===== config.mk =====
export PLATFORM = sky130hd
export DESIGN_NAME = pc_ctrl
export DESIGN_NICKNAME = d
export VERILOG_FILES = /design/src/rtl/pc_ctrl.sv
export SDC_FILE = /design/constraint.sdc
export NUM_CORES = 1
export LEC_CHECK = 0
export BUFFER_PORTS_ARGS = -buffer_cell sky130_fd_sc_hd__buf_2
export CORE_MARGIN = 2
export CORE_UTILIZATION = 32
export CTS_BUF_LIST = sky130_fd_sc_hd__clkbuf_8
export CTS_CLUSTER_DIAMETER = 40
export DETAILED_ROUTE_END_ITERATION = 8
export GPL_ROUTABILITY_DRIVEN = 0
export PLACE_DENSITY_LB_ADDON = 0.05
export SETUP_SLACK_MARGIN = 0.1
export SLEW_MARGIN = 20
export SYNTH_ARGS = -nofsm -noshare
export SYNTH_HDL_FRONTEND = slang
export SYNTH_SLANG_ARGS = --single-unit

===== constraint.sdc =====
create_clock -name clk -period 3.5 [get_ports clk]
set_clock_uncertainty 0.15 [all_clocks]
set_input_delay 0.175 -clock clk [delete_from_list [all_inputs] [get_ports clk]]
set_output_delay 0.175 -clock clk [all_outputs]
set_load 0.01 [all_outputs]

===== src/rtl/pc_ctrl.sv =====
// Program-counter sequencer: IDLE/RUN/HALT FSM driving the PC absolute-load path.
// Define PC_CTRL_STACK_EN to build the call/return stack with overflow/underflow detection.
module pc_ctrl #(
  parameter int unsigned D     = 12,
  parameter int unsigned DEPTH = 4
) (
  input  logic         clk,
  input  logic         reset,
  input  logic         start,
  input  logic         halt_req,
  input  logic         jump_req,
  input  logic         br_taken,
  input  logic         call_req,
  input  logic         ret_req,
  input  logic [7:0]   lut_idx,
  input  logic [D-1:0] prog_ctr,
  input  logic [D-1:0] lut_target,
  output logic [7:0]   lut_addr,
  output logic         absjump_en,
  output logic [D-1:0] target,
  output logic         running,
  output logic         done,
  output logic         stack_err
);

  typedef enum logic [1:0] {IDLE, RUN, HALT} state_e;

  state_e state_q, state_d;

  assign lut_addr = lut_idx;

`ifdef PC_CTRL_STACK_EN
  localparam int unsigned AW = $clog2(DEPTH) + 1;

  logic [AW-1:0] cnt_q, cnt_d;
  logic [D-1:0]  mem_q [DEPTH];
  logic          err_q, err_d;
  logic          push;
  logic          full, empty;
  logic [AW-2:0] top_idx;
  logic [D-1:0]  top;

  assign full    = (cnt_q == AW'(DEPTH));
  assign empty   = (cnt_q == '0);
  assign top_idx = cnt_q[AW-2:0] - (AW-1)'(1);
  assign top     = mem_q[top_idx];
`endif

  always_comb begin
    state_d    = state_q;
    absjump_en = 1'b1;
    target     = '0;
    running    = 1'b0;
    done       = 1'b0;
`ifdef PC_CTRL_STACK_EN
    push       = 1'b0;
    cnt_d      = cnt_q;
    err_d      = err_q;
`endif
    case (state_q)
      IDLE: begin
        if (start) state_d = RUN;
      end
      HALT: begin
        done   = 1'b1;
        target = prog_ctr;
        if (start) state_d = RUN;
      end
      RUN: begin
        running = 1'b1;
        target  = lut_target;
        if (halt_req) begin
          target  = prog_ctr;
          state_d = HALT;
        end else if (ret_req) begin
`ifdef PC_CTRL_STACK_EN
          if (empty) begin
            target  = prog_ctr;
            err_d   = 1'b1;
            state_d = HALT;
          end else begin
            target = top;
            cnt_d  = cnt_q - AW'(1);
          end
`else
          // Return is a no-op without the stack, but still outranks call.
          absjump_en = 1'b0;
`endif
        end else if (call_req) begin
`ifdef PC_CTRL_STACK_EN
          if (full) begin
            target  = prog_ctr;
            err_d   = 1'b1;
            state_d = HALT;
          end else begin
            push  = 1'b1;
            cnt_d = cnt_q + AW'(1);
          end
`endif
        end else if (!(jump_req || br_taken)) begin
          absjump_en = 1'b0;
        end
      end
      default: state_d = IDLE;
    endcase
  end

  always_ff @(posedge clk or negedge reset) begin
    if (!reset) state_q <= IDLE;
    else        state_q <= state_d;
  end

`ifdef PC_CTRL_STACK_EN
  always_ff @(posedge clk or negedge reset) begin
    if (!reset) begin
      cnt_q <= '0;
      err_q <= 1'b0;
    end else begin
      cnt_q <= cnt_d;
      err_q <= err_d;
    end
  end

  // Entry contents need no reset; occupancy alone defines validity.
  always_ff @(posedge clk) begin
    if (push) mem_q[cnt_q[AW-2:0]] <= prog_ctr + D'(1);
  end

  assign stack_err = err_q;
`else
  assign stack_err = 1'b0;
`endif

endmodule


# Yosys cells after proc, flatten, opt, wreduce, memory -nomap -nowiden
# Index checks and enable logic that the tools add are counted.
# totals
regBits	2
in_bits	40
out_inout_bits	24
elab_cells	21
# classes
n_eq_ne	4
mux	12
reduce_logical	4
# op_table
operator	count
$pmux W12 S2	1
$mux W12	1
$mux W1	7
$mux W2	2
$pmux W2 S2	1
$eq A2 B1 Y1 const B	1
$eq A2 B2 Y1 const B	1
$logic_not A2 Y1	1
$ne A2 B1 Y1 const B	1
$ne A2 B2 Y1 const B	1
$reduce_and A2 Y1	1
$reduce_or A2 Y1	1
$logic_or A1 B1 Y1	1

# Longest topological paths before layout
# Gate-level depths: netlist of run 1.
# logic_depth
depth_word	6
mapped_depth	6
depth_no_buf	5

# Least setup slack after synthesis of run 1
# OpenSTA, ideal clock, no wires.
# synth_timing
path_kind	register to output
startpoint	register state_q[0]
endpoint	output target[10]
t_arrival_ns	1.305
required_ns	3.175
slack_ns	1.870
path_stages_with_launch	7
path_buffers	1
cell_sequence	dfrtp_1 inv_1 ha_1 nand2_1 nor2_1 buf_2 a22o_1
# synth_between
elab_chain_len	2
elab_cells_between_ends	3
cone_classes	2 x eq/ne; 1 x mux
# synth_lines
item	line	source
start, declared	28	state_e state_q, state_d;
start signal, assigned	110	else state_q <= state_d;
$eq A2 B1 Y1 / $eq A2 B2 Y1 (equally long branches)	60	case (state_q)
$pmux W12 S2 (*)	60	
end, declared	20	output logic [D-1:0] target,
# Mark *: on every way between the ends. The rest lies on a longest branch, timed or not.

# Final worst setup path of run 1
# Ends and elaborated chain as after synthesis.

==> results of run 1 <==
## cell usage in the layout (no fill, tap or decap), types with 2 or more instances in the layout
master,Yosys,layout
a22o_1,11,11
buf_2,1,46
clkbuf_8,0,3
dfrtp_1,2,2
ha_1,5,5
inv_1,2,2
nand2_1,2,2
nor2_1,2,2
## through the flow
step                      total power, mW  std cells  hold slack, ps
after floorplan                     0.255         49            -271
after global placement              0.331         99            -186
after detailed placement            0.326         99            -188
after CTS                           0.419        103             134
after global routing                0.448        103             153
final                               0.414        103             131
## cell type report
type | instances | area share
multi-input combinational | 34 | 0.441
timing repair buffer | 47 | 0.375
sequential | 2 | 0.0781
clock buffer | 3 | 0.0645
tap | 15 | 0.0293
inverter | 2 | 0.0117
## cells by family after synthesis
family | count (synthesis)
AOI/OAI and AO/OA | 17
adders and majority gates | 5
buffers and inverters | 13
DFF | 2
muxes | 2
other | 1
and+or+nand+nor | 9
## routing by layer
metal	share of wire	wire, um
met5	0	0
met4	0	0
met3	0.11	135
met2	0.54	656
met1	0.35	419
## critical path: stages (launching register included)
cell and delay [ps]:
dfrtp_1 390, inv_1 100, ha_1 340, nand2_1 60, nor2_1 520, a22o_1 260
buf_2 130
## worst max-delay path by stage
stage                     cells past startpoint  slack, ps       start    endpoint
final                                         6       1160  state_q[0]  target[10]
after CTS                                     6       1160  state_q[0]  target[10]
after detailed placement                      6       1380  state_q[0]  target[10]
after global routing                          6       1050  state_q[0]  target[10]
after global placement                        6       1380  state_q[0]  target[10]
after floorplan                               6       1870  state_q[0]  target[10]
## power by group
| part | switching [mW] | leakage (nW) | internal [mW] |
|---|---|---|---|
| registers | 0.0106 | 0.0254 | 0.0335 |
| clock network | 0.0170 | 0.0216 | 0.0726 |
| logic | 0.146 | 0.338 | 0.134 |
==> results.md, run 1 <==
* Status: complete, no violations
* H-tree depth at 1
* Port Buf Inserts at 46
* Top FF cell, synth: dfrtp_1
* Clk Tree Root Cell: clkbuf_8
* Core Box Area at 1270 um2
* Global routing's busiest layer: met2
* Number of top-level pins at 64
* Leakage at 0.385 nW
* R2r endpoint: state_q[1]
* Setup ws final at between 1000 and 1500 ps
* Slew headroom at 0.548
* Mapped Cells at 49
* Multi-input logic area at between 200 and 300 um2
* Total clock sinks at 2
* Crit share post-route at 0.668
* Largest registers: state_q (2)
* HP Class: in2async
* Met3 usage at 0.0222
* Placed instance area at 589 um2
* Clk buf depth at 2
* Power per Cell Area at 647 nW/um2
* Clock slew seen by the registers of the worst setup and hold paths at 30 ps
* Row count at 13
* Initial Util at 0.334
* Synth Area in XOR/XNOR at 0
* DIE WIDTH at 40.4 um
* Peak supply drop at 221 uV
* Synth Area in Compound Gates at 0.324
* Largest net degree at the start of global routing at 12
* FF+latch area at 50.0 um2
* Top-area cell type share of the netlist area at 0.227
* Worst Path Required at 3170 ps
* M1 GR Usage at 0.120
* Antenna violation net count after detailed routing at 0
* CP endpoint kind: output pin
* Syn nets at 94
* Fin. Hold Viols at 0
* Die area at 1630 um2
* Tot GR Track Use at 0.130
* Number of flip-flops under the largest register name at 2
* Synth Area in Simple Gates at 0.127
* # resized after CTS at 0
* Area Growth Syn to Fin at 51.0%
* Final setup fails at 0
* Fmax at about 430 MHz
* CTS tree: yes
* Total CTS buffers at 3
* Most frequent cell after synthesis: a22o_1
* First-pass GRT wire length at between 1 and 1.5 mm
* Netlist cell types at 23
* Worst skew pair latency at 210 ps
* Initial antenna violation count at 0
* RSZ-0062 raised after global routing: false
* Synth Register Bits at 2
* Synth warn at 0
* Residual DRC at 0
* Post-DR vias/cell at between 4 and 5
* R2r startpoint: state_q[0]
* GRT overflow at 0
* DP Worst Slack at 1380 ps
* Final core utilization at 0.505
* DR WL/cell at about 12 um
* Ant diodes at 0
* Synth Area in Adders at 0.147
* Dpl hpwl at 1.08 mm
* Syn Area/Cell at 8.66 um2
* R2r setup slk at 1970 ps
* Drt pass-1 iters at 4
* Post-route cell area at between 600 and 700 um2
* Slew Limit Fails at 0
* Critical path data arrival time at 2010 ps
* Post-synthesis mux area share at 0.0590
* Synth cell count leaders: a22o_1, buf_4, ha_1
* Number of max-cap violations at 0
* Largest family of logic cells by synthesized area: compound AO/OA/AOI/OAI gates
* Largest Register: state_q
* Post-synth ARST share at 1.00
* Area contributors post-synth: a22o_1, buf_4, ha_1
* Yosys top cell by area: a22o_1
* Min cycle time layout at 2340 ps
* FILL cells at 123
* Die Y at 40.4 um
* EDFF count, synth at 0
* Drt initial violations at 4
* Post-CTS Hold Buffers at 1
* Crit path launch type: flip-flop
* Nets at 135
* Register area share after synthesis at 0.118
* Vias in the first global route at 405
* Share of layout cells above drive strength 1 at 0.602
* Grt met2 use at 0.270
* Setup_tns at 0 ps
* Vias at 486
* Post-Syn Area at 424 um2
* Setup CP Type: reg2out
* Post-CTS setup buffer count at 0
* Slew @ Worst Pin at 675 ps
* DRT Wirelength at 1.21 mm
* CP Max Fanout at 11
* Cells on worst reg2reg path at 5
Note: power is estimated with default switching activity, not from simulation.
==> run 2: changes to the inputs <==
--- a/config.mk
+++ b/config.mk
@@ -7,7 +7,7 @@
 export LEC_CHECK = 0
 export BUFFER_PORTS_ARGS = -buffer_cell sky130_fd_sc_hd__buf_2
 export CORE_MARGIN = 2
-export CORE_UTILIZATION = 32
+export CORE_UTILIZATION = 29
 export CTS_BUF_LIST = sky130_fd_sc_hd__clkbuf_8
 export CTS_CLUSTER_DIAMETER = 40
 export DETAILED_ROUTE_END_ITERATION = 8
==> constraint.sdc (replaced) <==
create_clock -name clk -period 2.4 [get_ports clk]
set_clock_uncertainty 0.15 [all_clocks]
set_input_delay 0.12 -clock clk [delete_from_list [all_inputs] [get_ports clk]]
set_output_delay 0.12 -clock clk [all_outputs]
set_load 0.01 [all_outputs]
==> run 2 against run 1 <==
  * Worst setup slack lost 850 ps
  * Sequential share of layout area is essentially flat
  * Design area grew 0.39%
  * Global-route usage grew 0.80 points
  * Sequential power grew 49%
  * Via count grew 0.41%
  * Critical path type unchanged
  * Cell count is the same
  * Critical path depth is the same
==> results.md, run 2 (same netlist as run 1, synthesis figures left out) <==
* Status: complete, no violations (unchanged)
* CTS tree: yes (unchanged)
* Drt initial violations at 3 (was 4)
* Crit-path cells: inv_1 > ha_1 > nand2_1 > nor2_2 > a22o_1 > buf_2 (was inv_1 > ha_1 > nand2_1 > nor2_1 > a22o_1 > buf_2)
* Post-DR vias/cell at 4.74 (was 4.72)
* Antenna violation net count after detailed routing at 0 (unchanged)
* DIE WIDTH at 42.2 um (was 40.4 um)
* WP buf/inv at 2 (unchanged)
* Leakage at 0.385 nW (about the same)
* Peak supply drop at 360 uV (was 221 uV)
* Placed insts at 99 (unchanged)
* R2r endpoint: state_q[1] (unchanged)
* R2r startpoint: state_q[0] (unchanged)
* Total CTS buffers at 3 (unchanged)
* Clk buf depth at 2 (unchanged)
* Fmax at 480 MHz
* Final setup fails at 0 (unchanged)
* Area Growth Syn to Fin at 51.6% (was 51.0%)
* DR WL/cell at 12.1 um (was 11.8 um)
* Post-CTS setup buffer count at 0 (unchanged)
* CP peak stage delay at 400 ps (was 520 ps)
* Slew Limit Fails at 0 (unchanged)
* Number of top-level pins at 64 (unchanged)
* Critical path data arrival time at 1820 ps (was 2010 ps)
* DRT Wirelength at 1.24 mm (was 1.21 mm)
* Dpl hpwl at 1.09 mm (was 1.08 mm)
* Drt pass-1 iters at 4 (unchanged)
* Clk Tree Root Cell: clkbuf_8 (unchanged)
* Core Box Area at 1330 um2 (was 1270 um2)
* Setup CP Type: reg2out (unchanged)
* Fin. Hold Viols at 0 (unchanged)
* Commonest non-fill, non-tap cell in the layout: buf_2 (unchanged)
* Power per Cell Area at 941 nW/um2 (was 647 nW/um2)
* First-pass GRT wire length at 1.91 mm (was 1.46 mm)
* Die Y at 42.2 um (was 40.4 um)
* Vias at 488 (was 486)
* Worst skew pair latency at 210 ps (about the same)
* Die area at 1780 um2 (was 1630 um2)
* Vias in the first global route at 462 (was 405)
* Number of flip-flops under the largest register name at 2 (unchanged)
* Largest net degree at the start of global routing at 12 (unchanged)
* Initial antenna violation count at 0 (unchanged)
* Crit path launch type: flip-flop (unchanged)
* Min cycle time layout at about 2100 ps
* Crit share post-route at 0.869
* Cells on worst reg2reg path at 5 (unchanged)
* R2r setup slk at 830 ps (was 1970 ps)
* Crit path to: target[2] (was target[10])
* Final core utilization at 0.482 (was 0.505)
* Largest Register: state_q (unchanged)
* Worst path slowest cell: dfrtp_1 (was nor2_1)
* Share of layout cells above drive strength 1 at 0.614 (was 0.602)
* Initial Util at 0.318 (was 0.334)
* H-tree depth at 1 (unchanged)
* Setup_tns at 0 ps (unchanged)
* Row count at 13 (unchanged)
* CP endpoint kind: output pin (unchanged)
* Total clock sinks at 2 (unchanged)
* Largest registers: state_q (2) (unchanged)
* Most frequent cells in the layout: buf_2, a22o_1, ha_1, clkbuf_8 (unchanged)
* Nets at 135 (unchanged)
* Worst Path Required at 2130 ps (was 3170 ps)
* GRT overflow at 0 (unchanged)
* HP Class: in2async (unchanged)
* Ant diodes at 0 (unchanged)
* Number of max-cap violations at 0 (unchanged)
* Critical Path Stages at 6 (unchanged)
* Tot GR Track Use at 0.138 (was 0.130)
* Residual DRC at 0 (unchanged)
* Critical Path Start: state_q[0] (unchanged)
* Final cell count without fillers at 103 (unchanged)
* Critical path's top delay family: simple AND/OR/NAND/NOR gates (unchanged)
* CP Max Fanout at 11 (unchanged)
* RSZ-0062 raised after global routing: false (unchanged)
* Clock slew seen by the registers of the worst setup and hold paths at 30 ps (about the same)
* Port Buf Inserts at 46 (unchanged)
run 2: report_power, final:
part           total, mW  switching [mW]  internal [mW]
combinational      0.409           0.213          0.196
sequential        0.0659          0.0171         0.0489
clock              0.130          0.0241          0.106
run 2: area by class of cell:
class | instances | area (um2)
flip-flops and latches | 2 | 50.0
inverters | 2 | 7.51
well taps | 15 | 18.8
repair buffers | 47 | 240
multi-input cells | 34 | 285
fillers | 135 | 691
clock buffers | 3 | 41.3
run 2: worst min path at each step:
stage / from / endpoint / slack (ps) / cells after the start
2_1_floorplan: reset / state_q[0] / -330 / 0
4_1_cts: reset / state_q[1] / 80 / 2
6_report: reset / state_q[1] / 80 / 2
3_3_place_gp: reset / state_q[0] / -240 / 1
5_1_grt: reset / state_q[1] / 90 / 2
3_5_place_dp: reset / state_q[1] / -240 / 1
run 2: metrics by stage:
step | instance area, um2 | setup WS [ps] | power (mW) | hold WS, ps
after floorplan | 424 | 825 | 0.372 | -326
after global placement | 589 | 342 | 0.483 | -240
after global routing | 643 | 167 | 0.661 | 90.0
final | 643 | 315 | 0.605 | 78.9
after CTS | 641 | 118 | 0.615 | 80.8
after detailed placement | 589 | 342 | 0.477 | -244
run 2: repair_timing:
item / CTS / global route
endpoints found under the setup margin: 0 / 11
gates resized for setup: 0 / 1
hold buffers: 1 / 0
endpoints found under the hold margin: 2 / 0
run 2: per-layer routing:
| metal | share of wire | global-route usage |
|---|---|---|
| met1 | 0.36 | 0.144 |
| met2 | 0.48 | 0.240 |
| met3 | 0.16 | 0.0733 |
| met4 | 0 | 0.0375 |
| met5 | 0 | 0 |
